## src/rtl/dmem_port_arbiter_if.sv

```systemverilog
// Bus bundle between the two memory requesters, the arbiter and the BRAM port.
// The slave modport is the arbiter's view; master is the requester/memory side.
interface dmem_port_arbiter_if #(
  parameter int ADDR_WIDTH = 12,
  parameter int DATA_WIDTH = 32
);
  localparam int BE_WIDTH = DATA_WIDTH / 8;

  logic                  p0_req;
  logic                  p0_we;
  logic [BE_WIDTH-1:0]   p0_be;
  logic [ADDR_WIDTH-1:0] p0_addr;
  logic [DATA_WIDTH-1:0] p0_wdata;
  logic                  p0_lock;
  logic                  p0_gnt;
  logic                  p0_rvalid;
  logic [DATA_WIDTH-1:0] p0_rdata;

  logic                  p1_req;
  logic                  p1_we;
  logic [BE_WIDTH-1:0]   p1_be;
  logic [ADDR_WIDTH-1:0] p1_addr;
  logic [DATA_WIDTH-1:0] p1_wdata;
  logic                  p1_lock;
  logic                  p1_gnt;
  logic                  p1_rvalid;
  logic [DATA_WIDTH-1:0] p1_rdata;

  logic [ADDR_WIDTH-1:0] mem_addr;
  logic [DATA_WIDTH-1:0] mem_wdata;
  logic [BE_WIDTH-1:0]   mem_byte_w_en;
  logic                  mem_r_en;
  logic [DATA_WIDTH-1:0] mem_rdata;
  logic                  lock_timeout;

  modport slave (
    input  p0_req, p0_we, p0_be, p0_addr, p0_wdata, p0_lock,
    output p0_gnt, p0_rvalid, p0_rdata,
    input  p1_req, p1_we, p1_be, p1_addr, p1_wdata, p1_lock,
    output p1_gnt, p1_rvalid, p1_rdata,
    output mem_addr, mem_wdata, mem_byte_w_en, mem_r_en, lock_timeout,
    input  mem_rdata
  );

  modport master (
    output p0_req, p0_we, p0_be, p0_addr, p0_wdata, p0_lock,
    input  p0_gnt, p0_rvalid, p0_rdata,
    output p1_req, p1_we, p1_be, p1_addr, p1_wdata, p1_lock,
    input  p1_gnt, p1_rvalid, p1_rdata,
    input  mem_addr, mem_wdata, mem_byte_w_en, mem_r_en, lock_timeout,
    output mem_rdata
  );
endinterface

```

## src/rtl/dmem_port_arbiter.sv

```systemverilog
// Two-port round-robin arbiter for the data-memory BRAM port, with timed locks
// and a read-owner pipeline. Define DMEM_ARB_STATS_EN to add conflict/timeout counters.
module dmem_port_arbiter #(
  parameter int ADDR_WIDTH  = 12,
  parameter int DATA_WIDTH  = 32,
  parameter int MEM_LATENCY = 1,
  parameter int LOCK_MAX    = 16
) (
  input  logic                 sysclk,
  input  logic                 rst,
  dmem_port_arbiter_if.slave   bus
`ifdef DMEM_ARB_STATS_EN
  ,
  output logic [15:0]          conflict_cnt,
  output logic [15:0]          timeout_cnt
`endif
);
  localparam int BE_W = DATA_WIDTH / 8;

  localparam logic [1:0] ARB   = 2'd0;
  localparam logic [1:0] LOCK0 = 2'd1;
  localparam logic [1:0] LOCK1 = 2'd2;

  localparam logic [7:0] LOCK_LAST = 8'(LOCK_MAX - 1);

  logic [1:0] state_q, state_d;
  logic       rr_last_q, rr_last_d;
  logic [7:0] lock_cnt_q, lock_cnt_d;
  logic       timeout_q, timeout_d;

  logic [MEM_LATENCY-1:0] pv_q, pv_d;
  logic [MEM_LATENCY-1:0] po_q, po_d;

  logic                  gnt0, gnt1, accept, win, release_x;
  logic                  win_we, win_lock;
  logic [BE_W-1:0]       win_be;
  logic [ADDR_WIDTH-1:0] win_addr;
  logic [DATA_WIDTH-1:0] win_wdata;

  always_comb begin
    // NOTE: every combinational output gets a default first, so no path leaves it
    // unassigned and no latch is inferred.
    gnt0 = 1'b0;
    gnt1 = 1'b0;
    if (!rst) begin
      case (state_q)
        ARB: begin
          gnt0 = bus.p0_req && (!bus.p1_req || rr_last_q);
          gnt1 = bus.p1_req && (!bus.p0_req || !rr_last_q);
        end
        LOCK0:   gnt0 = bus.p0_req;
        LOCK1:   gnt1 = bus.p1_req;
        default: ;
      endcase
    end
  end

  assign accept    = gnt0 | gnt1;
  assign win       = gnt1;
  assign win_we    = win ? bus.p1_we    : bus.p0_we;
  assign win_lock  = win ? bus.p1_lock  : bus.p0_lock;
  assign win_be    = win ? bus.p1_be    : bus.p0_be;
  assign win_addr  = win ? bus.p1_addr  : bus.p0_addr;
  assign win_wdata = win ? bus.p1_wdata : bus.p0_wdata;

  assign bus.p0_gnt        = gnt0;
  assign bus.p1_gnt        = gnt1;
  assign bus.mem_addr      = accept ? win_addr : '0;
  assign bus.mem_wdata     = accept ? win_wdata : '0;
  assign bus.mem_byte_w_en = (accept && win_we) ? win_be : '0;
  assign bus.mem_r_en      = accept && !win_we;
  assign bus.lock_timeout  = timeout_q;

  always_comb begin
    state_d    = state_q;
    rr_last_d  = rr_last_q;
    lock_cnt_d = lock_cnt_q;
    timeout_d  = 1'b0;
    release_x  = 1'b0;
    if (accept) rr_last_d = win;
    case (state_q)
      ARB: begin
        if (accept && win_lock) begin
          state_d    = win ? LOCK1 : LOCK0;
          lock_cnt_d = '0;
        end
      end
      LOCK0, LOCK1: begin
        lock_cnt_d = lock_cnt_q + 8'd1;
        release_x  = accept && !win_lock;
        if (release_x) begin
          state_d = ARB;
        end else if (lock_cnt_q == LOCK_LAST) begin
          // Forced exit: hand the next tie to the port that was locked out.
          state_d   = ARB;
          timeout_d = 1'b1;
          rr_last_d = (state_q == LOCK1);
        end
      end
      default: state_d = ARB;
    endcase
  end

  always_comb begin
    pv_d    = pv_q;
    po_d    = po_q;
    pv_d[0] = accept && !win_we;
    po_d[0] = win;
    for (int i = 1; i < MEM_LATENCY; i++) begin
      pv_d[i] = pv_q[i-1];
      po_d[i] = po_q[i-1];
    end
  end

  // NOTE: sequential state uses non-blocking assignments only, so every register
  // samples the pre-edge value of every other register.
  always_ff @(posedge sysclk) begin
    if (rst) begin
      state_q    <= ARB;
      rr_last_q  <= 1'b1;
      lock_cnt_q <= '0;
      timeout_q  <= 1'b0;
      pv_q       <= '0;
      po_q       <= '0;
    end else begin
      state_q    <= state_d;
      rr_last_q  <= rr_last_d;
      lock_cnt_q <= lock_cnt_d;
      timeout_q  <= timeout_d;
      pv_q       <= pv_d;
      po_q       <= po_d;
    end
  end

  // Masking with rst keeps an in-flight read from surfacing during reset.
  assign bus.p0_rvalid = !rst && pv_q[MEM_LATENCY-1] && !po_q[MEM_LATENCY-1];
  assign bus.p1_rvalid = !rst && pv_q[MEM_LATENCY-1] &&  po_q[MEM_LATENCY-1];
  assign bus.p0_rdata  = bus.mem_rdata;
  assign bus.p1_rdata  = bus.mem_rdata;

`ifdef DMEM_ARB_STATS_EN
  always_ff @(posedge sysclk) begin
    if (rst) begin
      conflict_cnt <= '0;
      timeout_cnt  <= '0;
    end else begin
      if (bus.p0_req && bus.p1_req && conflict_cnt != 16'hFFFF)
        conflict_cnt <= conflict_cnt + 16'd1;
      if (timeout_q && timeout_cnt != 16'hFFFF)
        timeout_cnt <= timeout_cnt + 16'd1;
    end
  end
`endif
endmodule

```

## src/flat_wrapper.sv

```systemverilog
// flat-port wrapper written by rule: the top's interface ports become plain ports
module dmem_port_arbiter_flat 
#(
  parameter int ADDR_WIDTH  = 12,
  parameter int DATA_WIDTH  = 32,
  parameter int MEM_LATENCY = 1,
  parameter int LOCK_MAX    = 16
)
  (sysclk, rst, bus_p0_req, bus_p0_we, bus_p0_be, bus_p0_addr, bus_p0_wdata, bus_p0_lock, bus_p0_gnt, bus_p0_rvalid, bus_p0_rdata, bus_p1_req, bus_p1_we, bus_p1_be, bus_p1_addr, bus_p1_wdata, bus_p1_lock, bus_p1_gnt, bus_p1_rvalid, bus_p1_rdata, bus_mem_addr, bus_mem_wdata, bus_mem_byte_w_en, bus_mem_r_en, bus_lock_timeout, bus_mem_rdata);
  dmem_port_arbiter_if #(.ADDR_WIDTH(ADDR_WIDTH), .DATA_WIDTH(DATA_WIDTH)) bus_i ();
  input  logic sysclk;
  input  logic rst;
  input wire logic [$bits(bus_i.p0_req)-1:0] bus_p0_req;
  input wire logic [$bits(bus_i.p0_we)-1:0] bus_p0_we;
  input wire logic [$bits(bus_i.p0_be)-1:0] bus_p0_be;
  input wire logic [$bits(bus_i.p0_addr)-1:0] bus_p0_addr;
  input wire logic [$bits(bus_i.p0_wdata)-1:0] bus_p0_wdata;
  input wire logic [$bits(bus_i.p0_lock)-1:0] bus_p0_lock;
  output wire logic [$bits(bus_i.p0_gnt)-1:0] bus_p0_gnt;
  output wire logic [$bits(bus_i.p0_rvalid)-1:0] bus_p0_rvalid;
  output wire logic [$bits(bus_i.p0_rdata)-1:0] bus_p0_rdata;
  input wire logic [$bits(bus_i.p1_req)-1:0] bus_p1_req;
  input wire logic [$bits(bus_i.p1_we)-1:0] bus_p1_we;
  input wire logic [$bits(bus_i.p1_be)-1:0] bus_p1_be;
  input wire logic [$bits(bus_i.p1_addr)-1:0] bus_p1_addr;
  input wire logic [$bits(bus_i.p1_wdata)-1:0] bus_p1_wdata;
  input wire logic [$bits(bus_i.p1_lock)-1:0] bus_p1_lock;
  output wire logic [$bits(bus_i.p1_gnt)-1:0] bus_p1_gnt;
  output wire logic [$bits(bus_i.p1_rvalid)-1:0] bus_p1_rvalid;
  output wire logic [$bits(bus_i.p1_rdata)-1:0] bus_p1_rdata;
  output wire logic [$bits(bus_i.mem_addr)-1:0] bus_mem_addr;
  output wire logic [$bits(bus_i.mem_wdata)-1:0] bus_mem_wdata;
  output wire logic [$bits(bus_i.mem_byte_w_en)-1:0] bus_mem_byte_w_en;
  output wire logic [$bits(bus_i.mem_r_en)-1:0] bus_mem_r_en;
  output wire logic [$bits(bus_i.lock_timeout)-1:0] bus_lock_timeout;
  input wire logic [$bits(bus_i.mem_rdata)-1:0] bus_mem_rdata;
  assign bus_i.p0_req = bus_p0_req;
  assign bus_i.p0_we = bus_p0_we;
  assign bus_i.p0_be = bus_p0_be;
  assign bus_i.p0_addr = bus_p0_addr;
  assign bus_i.p0_wdata = bus_p0_wdata;
  assign bus_i.p0_lock = bus_p0_lock;
  assign bus_p0_gnt = bus_i.p0_gnt;
  assign bus_p0_rvalid = bus_i.p0_rvalid;
  assign bus_p0_rdata = bus_i.p0_rdata;
  assign bus_i.p1_req = bus_p1_req;
  assign bus_i.p1_we = bus_p1_we;
  assign bus_i.p1_be = bus_p1_be;
  assign bus_i.p1_addr = bus_p1_addr;
  assign bus_i.p1_wdata = bus_p1_wdata;
  assign bus_i.p1_lock = bus_p1_lock;
  assign bus_p1_gnt = bus_i.p1_gnt;
  assign bus_p1_rvalid = bus_i.p1_rvalid;
  assign bus_p1_rdata = bus_i.p1_rdata;
  assign bus_mem_addr = bus_i.mem_addr;
  assign bus_mem_wdata = bus_i.mem_wdata;
  assign bus_mem_byte_w_en = bus_i.mem_byte_w_en;
  assign bus_mem_r_en = bus_i.mem_r_en;
  assign bus_lock_timeout = bus_i.lock_timeout;
  assign bus_i.mem_rdata = bus_mem_rdata;
  dmem_port_arbiter #(.ADDR_WIDTH(ADDR_WIDTH), .DATA_WIDTH(DATA_WIDTH), .MEM_LATENCY(MEM_LATENCY), .LOCK_MAX(LOCK_MAX)) u_core (.sysclk(sysclk), .rst(rst), .bus(bus_i));
endmodule
```

## config.mk

```make
export PLATFORM = sky130hd
export DESIGN_NAME = dmem_port_arbiter_flat
export DESIGN_NICKNAME = d
export VERILOG_FILES = /design/src/rtl/dmem_port_arbiter_if.sv /design/src/rtl/dmem_port_arbiter.sv /design/src/flat_wrapper.sv
export SDC_FILE = /design/constraint.sdc
export NUM_CORES = 1
export LEC_CHECK = 0
export ABC_AREA = 0
export ABC_CLOCK_PERIOD_IN_PS = 3850
export CAP_MARGIN = 40
export CORE_AREA = 3 3 98 100
export CTS_CLUSTER_SIZE = 40
export DETAILED_ROUTE_END_ITERATION = 8
export DIE_AREA = 0 0 101 103
export GPL_TIMING_DRIVEN = 0
export HOLD_SLACK_MARGIN = 0.15
export MAX_ROUTING_LAYER = met4
export PLACE_DENSITY = 0.71
export SKIP_CTS_REPAIR_TIMING = 1
export SLEW_MARGIN = 30
export SYNTH_ARGS = -nofsm -noshare
export SYNTH_HDL_FRONTEND = slang
export SYNTH_SLANG_ARGS = --single-unit
```

## constraint.sdc

```tcl
create_clock -name sysclk -period 3.85 [get_ports sysclk]
set_input_delay 1.155 -clock sysclk [delete_from_list [all_inputs] [get_ports sysclk]]
set_output_delay 1.155 -clock sysclk [all_outputs]
set_load 0.005 [all_outputs]
```

== Word-level counts from Yosys, hierarchy flattened ==
Index checks and enable logic that the tools add are counted.
Word-level totals
  latch bits: 0
  bits of input ports: 136
  bits in registers: 14
  bits in writable memories: 0
  bits in read-only memories: 0
  memories: 0
Cells by class
  mux-type cells: 24
  multiply operators: 0
  reduce and logical (&&, ||, !) cells: 24
  $add $sub $neg: 1
  div/mod/pow operators: 0
  equality and inequality tests: 5
  bitwise logic cells: 2
  shift operators: 0
  order comparisons: 0
Operators by type and width (number)
  2-to-1 mux 32 bit: 2
  2-to-1 mux 12 bit: 2
  case mux 8 bit (2 select lines): 1
  logical AND 1 bit: 9
  2-to-1 mux 1 bit: 9
  adder 8 x 1 -> 8 bit (second input constant): 1
  equality test 8 x 4 -> 1 bit (second input constant): 1
  2-to-1 mux 2 bit: 4
  2-to-1 mux 4 bit: 2
  2-to-1 mux 8 bit: 1
  zero test 1 bit: 7
  case mux 1 bit (2 select lines): 2
  case mux 2 bit (2 select lines): 1
  AND reduction 2 bit: 2
  inequality test 3 x 1 -> 1 bit (second input constant): 1
  OR reduction 3 bit: 1
  equality test 2 x 1 -> 1 bit (second input constant): 1
  equality test 2 bit (second input constant): 1
  zero test 2 bit: 1
  logical OR 1 bit: 2
  inequality test 2 x 1 -> 1 bit (second input constant): 1
  nonzero test 2 bit: 1
  OR reduction 2 bit: 1
  NOT 1 bit: 1
  bitwise OR 1 bit: 1

== Logic depth before layout (Yosys ltp) ==
  word-level depth: 10
  mapped depth: 9
  mapped depth without buffers: 8

== Worst setup path after synthesis ==
OpenSTA, ideal clock, no wires.
  path kind: in2out
  from: in bus_p0_req
  to: out bus_mem_r_en
  stages on the path: 7
  slack: 0.367 ns
  data required time: 2.695 ns
  arrival: 2.328 ns
  path buffers: 2
  cells stage by stage: nand2_1 a31oi_1 or3_1 buf_2 buf_2 and2_1 a211oi_2
Between the ends
  word-level cells in the longest chain between the ends: 8
RTL lines
  start: declaration: line flat_wrapper.sv:13  | input wire logic [$bits(bus_i.p0_req)-1:0] bus_p0_req;
  zero test 1 bit: line dmem_port_arbiter.sv:49  | gnt1 = bus.p1_req && (!bus.p0_req || !rr_last_q);
  logical OR 1 bit: line dmem_port_arbiter.sv:49
  logical AND 1 bit: line dmem_port_arbiter.sv:49
  case mux 1 bit (2 select lines): line dmem_port_arbiter.sv:46  | case (state_q)
  2-to-1 mux 1 bit: line dmem_port_arbiter.sv:45  | if (!rst) begin
  2-to-1 mux 1 bit: line dmem_port_arbiter.sv:60  | assign win_we = win ? bus.p1_we : bus.p0_we;
  zero test 1 bit: line dmem_port_arbiter.sv:71  | assign bus.mem_r_en = accept && !win_we;
  logical AND 1 bit (*): line dmem_port_arbiter.sv:71
  end: declaration: line flat_wrapper.sv:34  | output wire logic [$bits(bus_i.mem_r_en)-1:0] bus_mem_r_en;
Every way passes the cells marked *; elsewhere a longest branch is shown, timed or not.

== Worst setup path in the final report ==
  from: in bus_p0_req
  to: out bus_mem_wdata[31]
Between the ends
  word-level cells in the longest chain between the ends: 7
RTL lines
  zero test 1 bit: line dmem_port_arbiter.sv:49
  logical OR 1 bit: line dmem_port_arbiter.sv:49
  logical AND 1 bit: line dmem_port_arbiter.sv:49
  case mux 1 bit (2 select lines): line dmem_port_arbiter.sv:46
  2-to-1 mux 1 bit: line dmem_port_arbiter.sv:45
  2-to-1 mux 32 bit or bitwise OR 1 bit (tied branches): line dmem_port_arbiter.sv:64, dmem_port_arbiter.sv:58
  2-to-1 mux 32 bit (*): line dmem_port_arbiter.sv:69  | assign bus.mem_wdata = accept ? win_wdata : '0;
  end: declaration: line flat_wrapper.sv:32  | output wire logic [$bits(bus_i.mem_wdata)-1:0] bus_mem_wdata;
Marks and branches as above.

==> flow_metrics.tcl <==
set metrics [dict create \
    hold_viol 0 \
    crit_slowest_cell "or3_4" \
    cts_tree "yes" \
    grt_overflow_total 0 \
    worst_pin_slew_ns 0.6478 \
    cts.sinks 14 \
    synth_top_area_frac 0.2340 \
    synth_edf_count 0 \
    grt_pass1_vias 2904 \
    r2r_start "u_core.state_q[0]$_SDFFE_PP0P_" \
    cts_made_buffers 3 \
    met3WireLength_um 673 \
    holdPathEnd "u_core.state_q[1]$_SDFFE_PP0P_" \
    fp.dieW_um 101 \
    hold_path.startpoint "u_core.state_q[1]$_SDFFE_PP0P_" \
    vias_per_cell 4.467 \
    ant_nets 0 \
    synth_warnings 0 \
    start_util 0.2380 \
    slew_violations 0 \
    critical_path_arrival_ns 2.68 \
    antenna_cells 0 \
    portBuffers 221 \
    max_freq_ghz 0.2605 \
    reg2reg_to "u_core.lock_cnt_q[7]$_SDFFE_PP0P_" \
    route.vias.total 2957 \
    status "finished clean" \
    place_hpwl_um 8445 \
    synth_common_cells "nand2_1, buf_4, a21oi_1" \
    critPathLaunch "bus_p0_req" \
    wl_um 10210 \
    nets 697 \
    route.met2.wl_um 5492 \
    clkTransAtPathRegs_ns 0.06 \
    peakVddDrop_mv 0.1459 \
    wl_per_cell_um 15.42 \
    max_cap_violations 0 \
    cp.required_ns 2.69 \
    routed.top_layer "met4" \
    grt_pass1_wl_um 13910 \
    totalPowerFinal_w 0.001505 \
    cp_top_family "buffers and inverters" \
    grt_max_degree 11 \
    ys.flop_type "dfxtp_1" \
    cts-root-buf "clkbuf_8" \
    cts_buffer_depth 2 \
    cp.buffers_inverters 6 \
    critPathLaunchType "input port" \
    min_path_cells 2 \
    synthTopCellsByArea "buf_4, nand2_1, dfxtp_1, a21oi_1, ha_1" \
    ioPinCount 254 \
    p_leak_nw 2.679 \
    drive_above_1_share 0.2076 \
    area_delta_synth_final_pct 127.4 \
    r2r_slack_ns 1.54 \
    crit_path_end_kind "primary output" \
    slew_headroom 0.5634 \
    drtPass1Iterations 6 \
    gp_congestion 0.8542 \
    cp_cell_sequence "clkbuf_2 > nand2_2 > a31oi_4 > or3_4 > buf_8 > clkinv_8 > buf_8 > buf_4 > nand2_1 > a21oi_2 > clkbuf_2" \
    async_flop_share 0 \
    worstHoldPathType "reg -> reg" \
    syn_inst 324 \
    final_util 0.5411 \
    track_usage 0.1699 \
    post-route-period-util 0.9970 \
    fin_crit_ns 3.839 \
    critPathKind "in -> out" \
    grt_antenna_before_repair 0 \
    synth_top_cell_by_area "buf_4" \
    cts_max_level 1 \
    slowest_delay_ns 0.42 \
    die_h_um 103 \
    holdWs_ns 0.5031 \
    route.detailed.drc 0 \
    wl_met1_um 3974 \
    tns_ns 0 \
    placed_area_um2 4433 \
    yosysMostFrequentCell "nand2_1" \
    rr_worst_depth 8 \
    drtIter0Drc 42 \
    fin_skew_ns 0.003056 \
    setup_viol 0 \
    synth_cell_types 42 \
    die-area_um2 10400 \
    syn_area_per_cell_um2 6.438 \
    worstSkewPairLatency_ns 0.25 \
    core.rowCount 34 \
    fin_area_um2 4742 \
    ys_seq_elements 14 \
    seq_area_frac_synth 0.1344 \
    power_density_nw_per_um2 317.4 \
    netlist_area_um2 2086 \
    syn_nets 465 \
    core_area_um2 8763 \
    worstPathMaxFanout 7 \
]
-- worst max-delay path by stage --
stage | endpoint | cells after the start
after global routing | bus_mem_wdata[31] | 11
after CTS | bus_mem_addr[7] | 9
after floorplan | bus_mem_r_en | 7
after detailed placement | bus_mem_byte_w_en[2] | 9
final | bus_mem_wdata[31] | 11
after global placement | bus_mem_byte_w_en[2] | 9
-- registers in the layout, indices dropped and copies added, names as in the netlist --
signal / count
u_core.bus.lock_timeout: 1
u_core.lock_cnt_q: 8
u_core.rr_last_q: 1
u_core.po_q: 1
u_core.state_q: 2
u_core.pv_q: 1
-- worst min-delay path, delay by kind of cell, from the launching register on --
family           cells  cell delay, ns
flip-flops           1            0.32
multiplexers         1            0.06
AND/OR/NAND/NOR      1            0.07
-- cell type report --
cell class              count  area (um2)
clock buffers               3       41.29
well taps                 108       135.1
fillers                   829        4021
inverters                   6       35.03
multi-input cells         223        1277
repair buffers            227        2330
flip-flops and latches     14       280.3
plain buffers              81       643.1
-- placed cells by master, fill, tap and decap left out, types with 3 or more instances in the layout --
| master | instances |
|---|---|
| clkdlybuf4s50_1 | 168 |
| nand2_1 | 91 |
| buf_4 | 75 |
| a21oi_1 | 47 |
| dlymetal6s2s_1 | 45 |
| dfxtp_1 | 14 |
| nand3_1 | 12 |
| nor2_1 | 8 |
| buf_6 | 7 |
| nand2b_1 | 7 |
| clkbuf_2 | 6 |
| inv_1 | 5 |
| o21ai_1 | 5 |
| xor2_1 | 5 |
| ha_1 | 5 |
| a21oi_2 | 4 |
| nand3b_1 | 3 |
| mux2i_1 | 3 |
| clkbuf_8 | 3 |
| buf_2 | 3 |
-- kinds of logic (layout without fill, tap and decap cells) --
family,Yosys count,after routing,synth area share
and+or+nand+nor,136,136,0.2879
buffers and inverters,87,317,0.2801
AOI/OAI and AO/OA,73,73,0.2280
DFF,14,14,0.1344
xor gates and xnor gates,6,6,0.02519
adders and majority gates,5,5,0.02999
muxes,3,3,0.01440
-- routing by layer --
layer  global-route usage  vias to the layer above
li1                     -                     1482
met1               0.1992                     1343
met2               0.3094                      125
met3              0.03315                        7
met4              0.02045                        0
met5                    -                        -
-- power by group --
| part | switching, W | internal [W] |
|---|---|---|
| Combinational | 0.000553 | 0.000649 |
| Clock | 0.0000563 | 0.0000694 |
| Sequential | 0.0000137 | 0.000164 |
-- metrics by stage --
stage | setup WS [ns] | cells
after floorplan | 0.3673 | 324
after global placement | -1.003 | 653
after detailed placement | -1.010 | 653
after CTS | -1.033 | 656
after global routing | -0.04908 | 662
final | 0.01136 | 662
Power figures use the tool's default switching activity.
